--- src/rtl/pc_return_unit.sv ---
// Program counter with a hardware return-address stack for CALL/RET and interrupt vectoring.
// Interrupt logic (INTR, INT_SET, INT_CLR, IE, INT_ACK) is present only when PC_INTR_EN is defined.
module pc_return_unit #(
    parameter int                ADDR_W    = 10,
    parameter int                STK_DEPTH = 4,
    parameter logic [ADDR_W-1:0] INT_VEC   = ADDR_W'(10'h3FF)
) (
    input  logic              CLK,
    input  logic              RST_N,
    input  logic [ADDR_W-1:0] D_IN,
    input  logic              PC_LD,
    input  logic              PC_INC,
    input  logic              CALL,
    input  logic              RET,
    input  logic              RETIE,
    input  logic              INTR,
    input  logic              INT_SET,
    input  logic              INT_CLR,
    output logic [ADDR_W-1:0] PC_COUNT,
    output logic              STK_EMPTY,
    output logic              STK_FULL,
    output logic              STK_ERR,
    output logic              IE,
    output logic              INT_ACK
);
    localparam int CNT_W = $clog2(STK_DEPTH + 1);
    localparam int PTR_W = (STK_DEPTH > 1) ? $clog2(STK_DEPTH) : 1;

    logic [ADDR_W-1:0] pc_q, pc_d;
    logic [CNT_W-1:0]  cnt_q, cnt_d;
    logic              empty_q, empty_d;
    logic              full_q, full_d;
    logic              err_q, err_d;
    logic [ADDR_W-1:0] stk_q [STK_DEPTH];
    logic [ADDR_W-1:0] pc_inc;
    logic [ADDR_W-1:0] stk_top;
    logic [PTR_W-1:0]  wr_ptr;
    logic [PTR_W-1:0]  rd_ptr;
    logic              ret_any;
    logic              push;
    logic              take;

    assign ret_any = RET | RETIE;
    assign pc_inc  = pc_q + ADDR_W'(1);
    assign wr_ptr  = PTR_W'(cnt_q);
    assign rd_ptr  = PTR_W'(cnt_q - CNT_W'(1));
    assign stk_top = stk_q[rd_ptr];

    // A call and an interrupt take share the push path; only the new PC differs.
    always_comb begin
        pc_d  = pc_q;
        cnt_d = cnt_q;
        err_d = err_q;
        push  = 1'b0;
        if (ret_any) begin
            if (cnt_q == '0) begin
                err_d = 1'b1;
            end else begin
                pc_d  = stk_top;
                cnt_d = cnt_q - CNT_W'(1);
            end
        end else if (CALL || take) begin
            pc_d = CALL ? D_IN : INT_VEC;
            if (full_q) begin
                err_d = 1'b1;
            end else begin
                push  = 1'b1;
                cnt_d = cnt_q + CNT_W'(1);
            end
        end else if (PC_LD) begin
            pc_d = D_IN;
        end else if (PC_INC) begin
            pc_d = pc_inc;
        end
        empty_d = (cnt_d == '0);
        full_d  = (cnt_d == CNT_W'(STK_DEPTH));
    end

    always_ff @(posedge CLK) begin
        if (!RST_N) begin
            pc_q    <= '0;
            cnt_q   <= '0;
            empty_q <= 1'b1;
            full_q  <= 1'b0;
            err_q   <= 1'b0;
        end else begin
            pc_q    <= pc_d;
            cnt_q   <= cnt_d;
            empty_q <= empty_d;
            full_q  <= full_d;
            err_q   <= err_d;
        end
    end

    // Stack storage is not reset; entries above the count are never read.
    always_ff @(posedge CLK) begin
        if (push) begin
            stk_q[wr_ptr] <= pc_inc;
        end
    end

`ifdef PC_INTR_EN
    logic inc_wins;
    logic ie_q, ie_d;
    logic ack_q, ack_d;

    assign inc_wins = PC_INC & ~ret_any & ~CALL & ~PC_LD;
    assign take     = inc_wins & INTR & ie_q;
    assign ack_d    = take;

    always_comb begin
        ie_d = ie_q;
        if (INT_CLR) begin
            ie_d = 1'b0;
        end else if (INT_SET) begin
            ie_d = 1'b1;
        end
        if (take) begin
            ie_d = 1'b0;
        end
        if (RETIE) begin
            ie_d = 1'b1;
        end
    end

    always_ff @(posedge CLK) begin
        if (!RST_N) begin
            ie_q  <= 1'b0;
            ack_q <= 1'b0;
        end else begin
            ie_q  <= ie_d;
            ack_q <= ack_d;
        end
    end

    assign IE      = ie_q;
    assign INT_ACK = ack_q;
`else
    logic unused_intr;
    assign unused_intr = INTR ^ INT_SET ^ INT_CLR;
    assign take        = 1'b0;
    assign IE          = 1'b0;
    assign INT_ACK     = 1'b0;
`endif

    assign PC_COUNT  = pc_q;
    assign STK_EMPTY = empty_q;
    assign STK_FULL  = full_q;
    assign STK_ERR   = err_q;
endmodule

--- config.mk ---
export PLATFORM = sky130hd
export DESIGN_NAME = pc_return_unit
export DESIGN_NICKNAME = d
export VERILOG_FILES = /design/src/rtl/pc_return_unit.sv
export SDC_FILE = /design/constraint.sdc
export NUM_CORES = 1
export LEC_CHECK = 0
export CORE_MARGIN = 2
export CORE_UTILIZATION = 56
export CTS_BUF_LIST = sky130_fd_sc_hd__clkbuf_16
export DETAILED_ROUTE_END_ITERATION = 10
export DONT_BUFFER_PORTS = 1
export HOLD_SLACK_MARGIN = 0.06
export PLACE_DENSITY = 0.83
export SYNTH_ARGS = -nofsm -noshare
export SYNTH_HDL_FRONTEND = slang
export SYNTH_SLANG_ARGS = --single-unit
export TNS_END_PERCENT = 1
--- constraint.sdc ---
create_clock -name CLK -period 2.2 [get_ports CLK]
set_clock_uncertainty 0.15 [all_clocks]
set_input_delay 0.11 -clock CLK [delete_from_list [all_inputs] [get_ports CLK]]
set_output_delay 0.11 -clock CLK [all_outputs]
set_load 0.03 [all_outputs]
* Yosys cells after proc, flatten, opt, wreduce, memory -nomap -nowiden
Memories as Yosys holds them, arrays and structs flattened.
Index checks and enable logic that the tools add are counted.
** Word-level totals
- Bits in registers :: 16
- Memory bits (writable) :: 40
- Input port bits :: 20
- Output and inout port bits :: 15
- Word-level logic and storage cells :: 38
- Memories :: 1
** Operators by class
- $add $sub $neg :: 3
- Equal/unequal tests :: 3
- Mux-type cells :: 18
- Bitwise gates (word level) :: 1
- Reduce and logical (&&, ||, !) cells :: 7
** Memories
- stk_q :: words 4, bits a word 10, rd ports 1, clocked after Yosys merged registers in 0, write ports 1, RTL line 34 : logic [ADDR_W-1:0] stk_q [STK_DEPTH];
** Operators with widths (count)
- 10-bit two-way mux :: 5
- 3-bit two-way mux :: 4
- 10-bit by 1-bit adder with 10-bit output, second input constant :: 1
- 1-bit two-way mux :: 9
- 3-bit logical NOT :: 2
- 2-bit nonzero test :: 2
- 4-bit nonzero test :: 1
- 3-bit by 1-bit adder with 3-bit output, second input constant :: 1
- 3-bit == test, second input constant :: 1
- 3-bit AND reduction :: 1
- 3-bit by 1-bit subtractor with 3-bit output, second input constant :: 1
- 2-bit by 1-bit != test with 1-bit output, second input constant :: 1
- 2-bit != test, second input constant :: 1
- 2-bit AND reduction :: 1
- 1-bit OR :: 1

* Logic depth before layout (Yosys ltp)
- Word-level depth :: 5
- Depth in mapped cells :: 9
- Mapped depth without buffers :: 7

* Least setup slack after synthesis
OpenSTA, ideal clock, no wires.
- Path type :: flip-flop to flip-flop
- Start point :: reg cnt_q[0]
- End point :: reg pc_q[8] (netlist: PC_COUNT[8])
- Library setup time :: 0.126 ns
- Arrival :: 2.129 ns
- Data required time :: 1.924 ns
- Setup slack :: -0.205 ns
- Stages on the path, launching flop included :: 8
- Buffers on the path :: 2
- Period minus slack after synthesis :: 2.405 ns
- Path through :: dfxtp_1 -> buf_4 -> inv_1 -> ha_1 -> buf_1 -> mux4_2 -> a222oi_1 -> o22ai_1
** On the way
- Word-level cells in the longest chain between the ends :: 4
- Elaborated cells on any way between the ends :: 7
- Those cells by class :: add/sub (1); eq/ne (1); mux (2); reduce/logical (2); memory (1)
** RTL lines
- start: declaration :: RTL line 30 : logic [CNT_W-1:0] cnt_q, cnt_d;
- start signal: assignment :: RTL line 88 : cnt_q <= cnt_d;
- 3-bit by 1-bit subtractor with 3-bit output
- memory 4 x 10 bit
- 10-bit two-way mux :: RTL line 56 : if (cnt_q == '0) begin
- 10-bit two-way mux :: RTL line 55 : if (ret_any) begin
- end signal: assignment :: RTL line 87 : pc_q <= pc_d;
- end: declaration :: RTL line 29 : logic [ADDR_W-1:0] pc_q, pc_d;
Several ways; a longest one is shown, not always the timed one. The select of a mux whose other input is x is not followed.
A chain may end at the register's enable or synchronous reset.

* Worst setup path in the final report
- Start point :: reg full_q (netlist: STK_FULL)
- End point :: reg cnt_q[1]
** On the way
- Word-level cells in the longest chain between the ends :: 3
** RTL lines
- start: declaration :: RTL line 32 : logic full_q, full_d;
- start signal: assignment :: RTL line 90 : full_q <= full_d;
- 3-bit two-way mux :: RTL line 64 : if (full_q) begin
- 3-bit two-way mux :: RTL line 62 : end else if (CALL || take) begin
- 3-bit two-way mux :: RTL line 55
No other way between the ends.

==> reports/results.txt <==
Slew headroom: 56.2%
P&R area growth vs syn: 17.9%
Initial antenna violation count: 0
CTS tree: done
Final hold slack: 0.0723 ns
Total wire length: 5610 um
Final hold vios: 0
Clock transition at the registers of the reported paths: 0.07 ns
Max Clock Freq: 0.481 GHz
Antenna Nets Post-Route: 0
Hold Crit Class: input pin to register
Synth area leader: edfxtp_1
DR WL/cell: 19.4 um
H-tree levels: 2
Power Density: 1230 nW/um^2
Final Wtd Congestion: 0.806
FF-to-FF path depth: 5
Leakage: 1.11 nW
Slew Limit Fails: 0
Num CTS Buffers: 5
Slowest cell on the critical path: dlygate4sd3_1
Max-cap violation count: 0
Worst Tran Pin Value: 0.654 ns
DRT Pass-1 Iters: 4
Overflow after GRT: 0
Worst-Skew Late Latency: 0.29 ns
Gr usage total: 24.3%
Worst r2r src: STK_FULL$_SDFF_PN0_
CP Launch Type: register
Register area share after synthesis: 59.1%
Synthesized area: 2570 um^2
Critical path arrival: 2.11 ns
Kind of critical path: register to register
Flop2flop setup slack: 0.12 ns
Root buf cell: clkbuf_16
Netlist cell types: 44
Largest stage delay, worst path: 0.66 ns
Area share of the largest cell type after synthesis: 46.7%
Critical path, cell by cell: nor4b_4 -> dlygate4sd3_1 -> o21ai_0 -> o21ai_0 -> a21oi_1
Post-synthesis instance total: 202
Status: finished, final reports clean
Post-DP HPWL: 3690 um
Horiz. Die Dim: 71.8 um
DRC: 0
Place WS: 0.273 ns
Most common cell on crit path: o21ai_0
Area contributors post-synth: edfxtp_1, dfxtp_1, mux4_2, ha_1, o21ai_0
Most common cell after layout, fill and taps aside: edfxtp_1
First-pass GRT wire length: 9030 um
Worst-case vdd ir drop: 707 uV
Via count: 1729
Last element of the critical path: cnt_q[1]$_SDFF_PN0_
Number of synthesized flops with an enable pin: 40
Initial core utilization: 58.7%
CTS sink count: 56
Via/cell ratio: 5.98
Main synth FF type: edfxtp_1
Port bufs: 0
Vias in the first global route: 1772
Yosys warns: 0
Critical path data required time: 2.23 ns
CP max FO: 8
Area of the core: 4380 um^2
Final worst-path cycle share: 94.5%
# diodes: 0
Syn_area_per_cell: 12.7 um^2
Die outline area: 5150 um^2
RR Endpoint: cnt_q[1]$_SDFF_PN0_
Setup crit start: STK_FULL$_SDFF_PN0_
Endpoint type of the worst setup path: register
Num ports: 35
Synthesized flop and latch total: 56
Drt initial violations: 142
Max Root-Sink Buffers: 2
Tmin final: 2.08 ns
Nets@finish: 262
Largest net degree at the start of global routing: 19
Setup Buffers After CTS: 0
Row count: 24
Final setup vio count: 0
Async set or reset register ratio after synthesis: 0%
Layout cells sized above 1: 19.8%
Die Ht: 71.8 um
Commonest cells after routing, fill and taps aside: edfxtp_1, buf_4, nor2_1
RSZ-0062 raised after global routing: true
Final Worst Setup Slack: 0.121 ns
[through the flow]
step / power [mW] / TNS, ns / cell area [um^2] / instances / utilization [%]
after floorplan: 2.58 / 0 / 2580 / 203 / -
after global placement: 2.92 / 0 / 2740 / 266 / 62.6
after detailed placement: 2.96 / 0 / 2740 / 266 / 62.6
after CTS: 3.74 / 0 / 3030 / 289 / 69.1
after global routing: 3.94 / -0.0127 / 3030 / 289 / 69.2
final: 3.73 / 0 / 3030 / 289 / 69.2
[worst min path at each step]
stage                          endpoint  startpoint  cells after the start  slack, ns
3_3_place_gp       STK_EMPTY$_SDFF_PN1_       RST_N                      1       0.04
3_5_place_dp       STK_EMPTY$_SDFF_PN1_       RST_N                      1       0.05
6_report       PC_COUNT[4]$_SDFFE_PN0P_        CALL                      5       0.07
5_1_grt        PC_COUNT[4]$_SDFFE_PN0P_        CALL                      5        0.1
2_1_floorplan  PC_COUNT[7]$_SDFFE_PN0P_      PC_INC                      1       0.11
4_1_cts        PC_COUNT[4]$_SDFFE_PN0P_        CALL                      5       0.07
[Yosys cell counts, types with 2 or more instances]
| library cell | number |
|---|---|
| a21oi_1 | 13 |
| and2_1 | 6 |
| buf_4 | 3 |
| clkbuf_1 | 4 |
| dfxtp_1 | 16 |
| edfxtp_1 | 40 |
| ha_1 | 6 |
| inv_1 | 6 |
| mux4_2 | 10 |
| nand2_1 | 14 |
| nand3_1 | 10 |
| nand4_1 | 3 |
| nor2_1 | 17 |
| o211ai_1 | 2 |
| o21ai_0 | 14 |
| o22ai_1 | 3 |
| xnor2_1 | 6 |
| xor2_1 | 3 |
[registers in the layout, indices dropped and copies added (netlist names)]
signal,cells
PC_COUNT,10
STK_EMPTY,1
STK_ERR,1
STK_FULL,1
cnt_q,3
stk_q,40
[power breakdown]
part	switching, mW	leakage [nW]	internal (mW)
clock	0.342	0.0710	0.414
combinational	0.826	0.538	0.594
sequential	0.161	0.499	1.40
[logic make-up (layout without fill, tap and decap cells)]
family / Yosys count / in the layout / share of synthesized area, %
multiplexers: 12 / 12 / 9.87
other: 1 / 2 / 0.146
buffers and inverters: 16 / 50 / 3.11
flip-flops: 56 / 56 / 59.1
XOR/XNOR: 9 / 9 / 3.06
adder cells (fa/ha/maj): 6 / 6 / 2.92
AO/OA/AOI/OAI: 41 / 41 / 9.58
AND/OR/NAND/NOR: 61 / 61 / 12.2
[layer usage]
layer  vias up  share of wire [%]  routed length, um  track usage [%]
li1        818                  -                  -                -
met1       831                 39               2200             31.9
met2        78                 51               2860             39.1
met5         -                  0                  0                0
met3         2                9.6                536             6.89
met4         0               0.27                 15             8.18
[layout make-up]
| type | count | area (um^2) |
|---|---|---|
| sequential | 56 | 1520 |
| fill | 306 | 1350 |
| multi-input combinational | 131 | 975 |
| timing repair buffer | 36 | 308 |
| clock buffer | 5 | 125 |
| tap | 52 | 65.1 |
| inverter | 6 | 22.5 |
| clock inverter | 3 | 13.8 |
[repair_timing]
item | in CTS | in global routing
hold buffers | 15 | 0
resized for setup | 0 | 1
endpoints found under the setup margin | 0 | 2
hold endpoints to repair | 16 | 0
[critical path: cells and delay by family (launching register included)]
| kind | cells | cell delay, ns |
|---|---|---|
| compound gates | 3 | 0.28 |
| buf+inv | 1 | 0.66 |
| flops | 1 | 0.44 |
| simple gates | 1 | 0.45 |
Power figures use the tool's default switching activity.
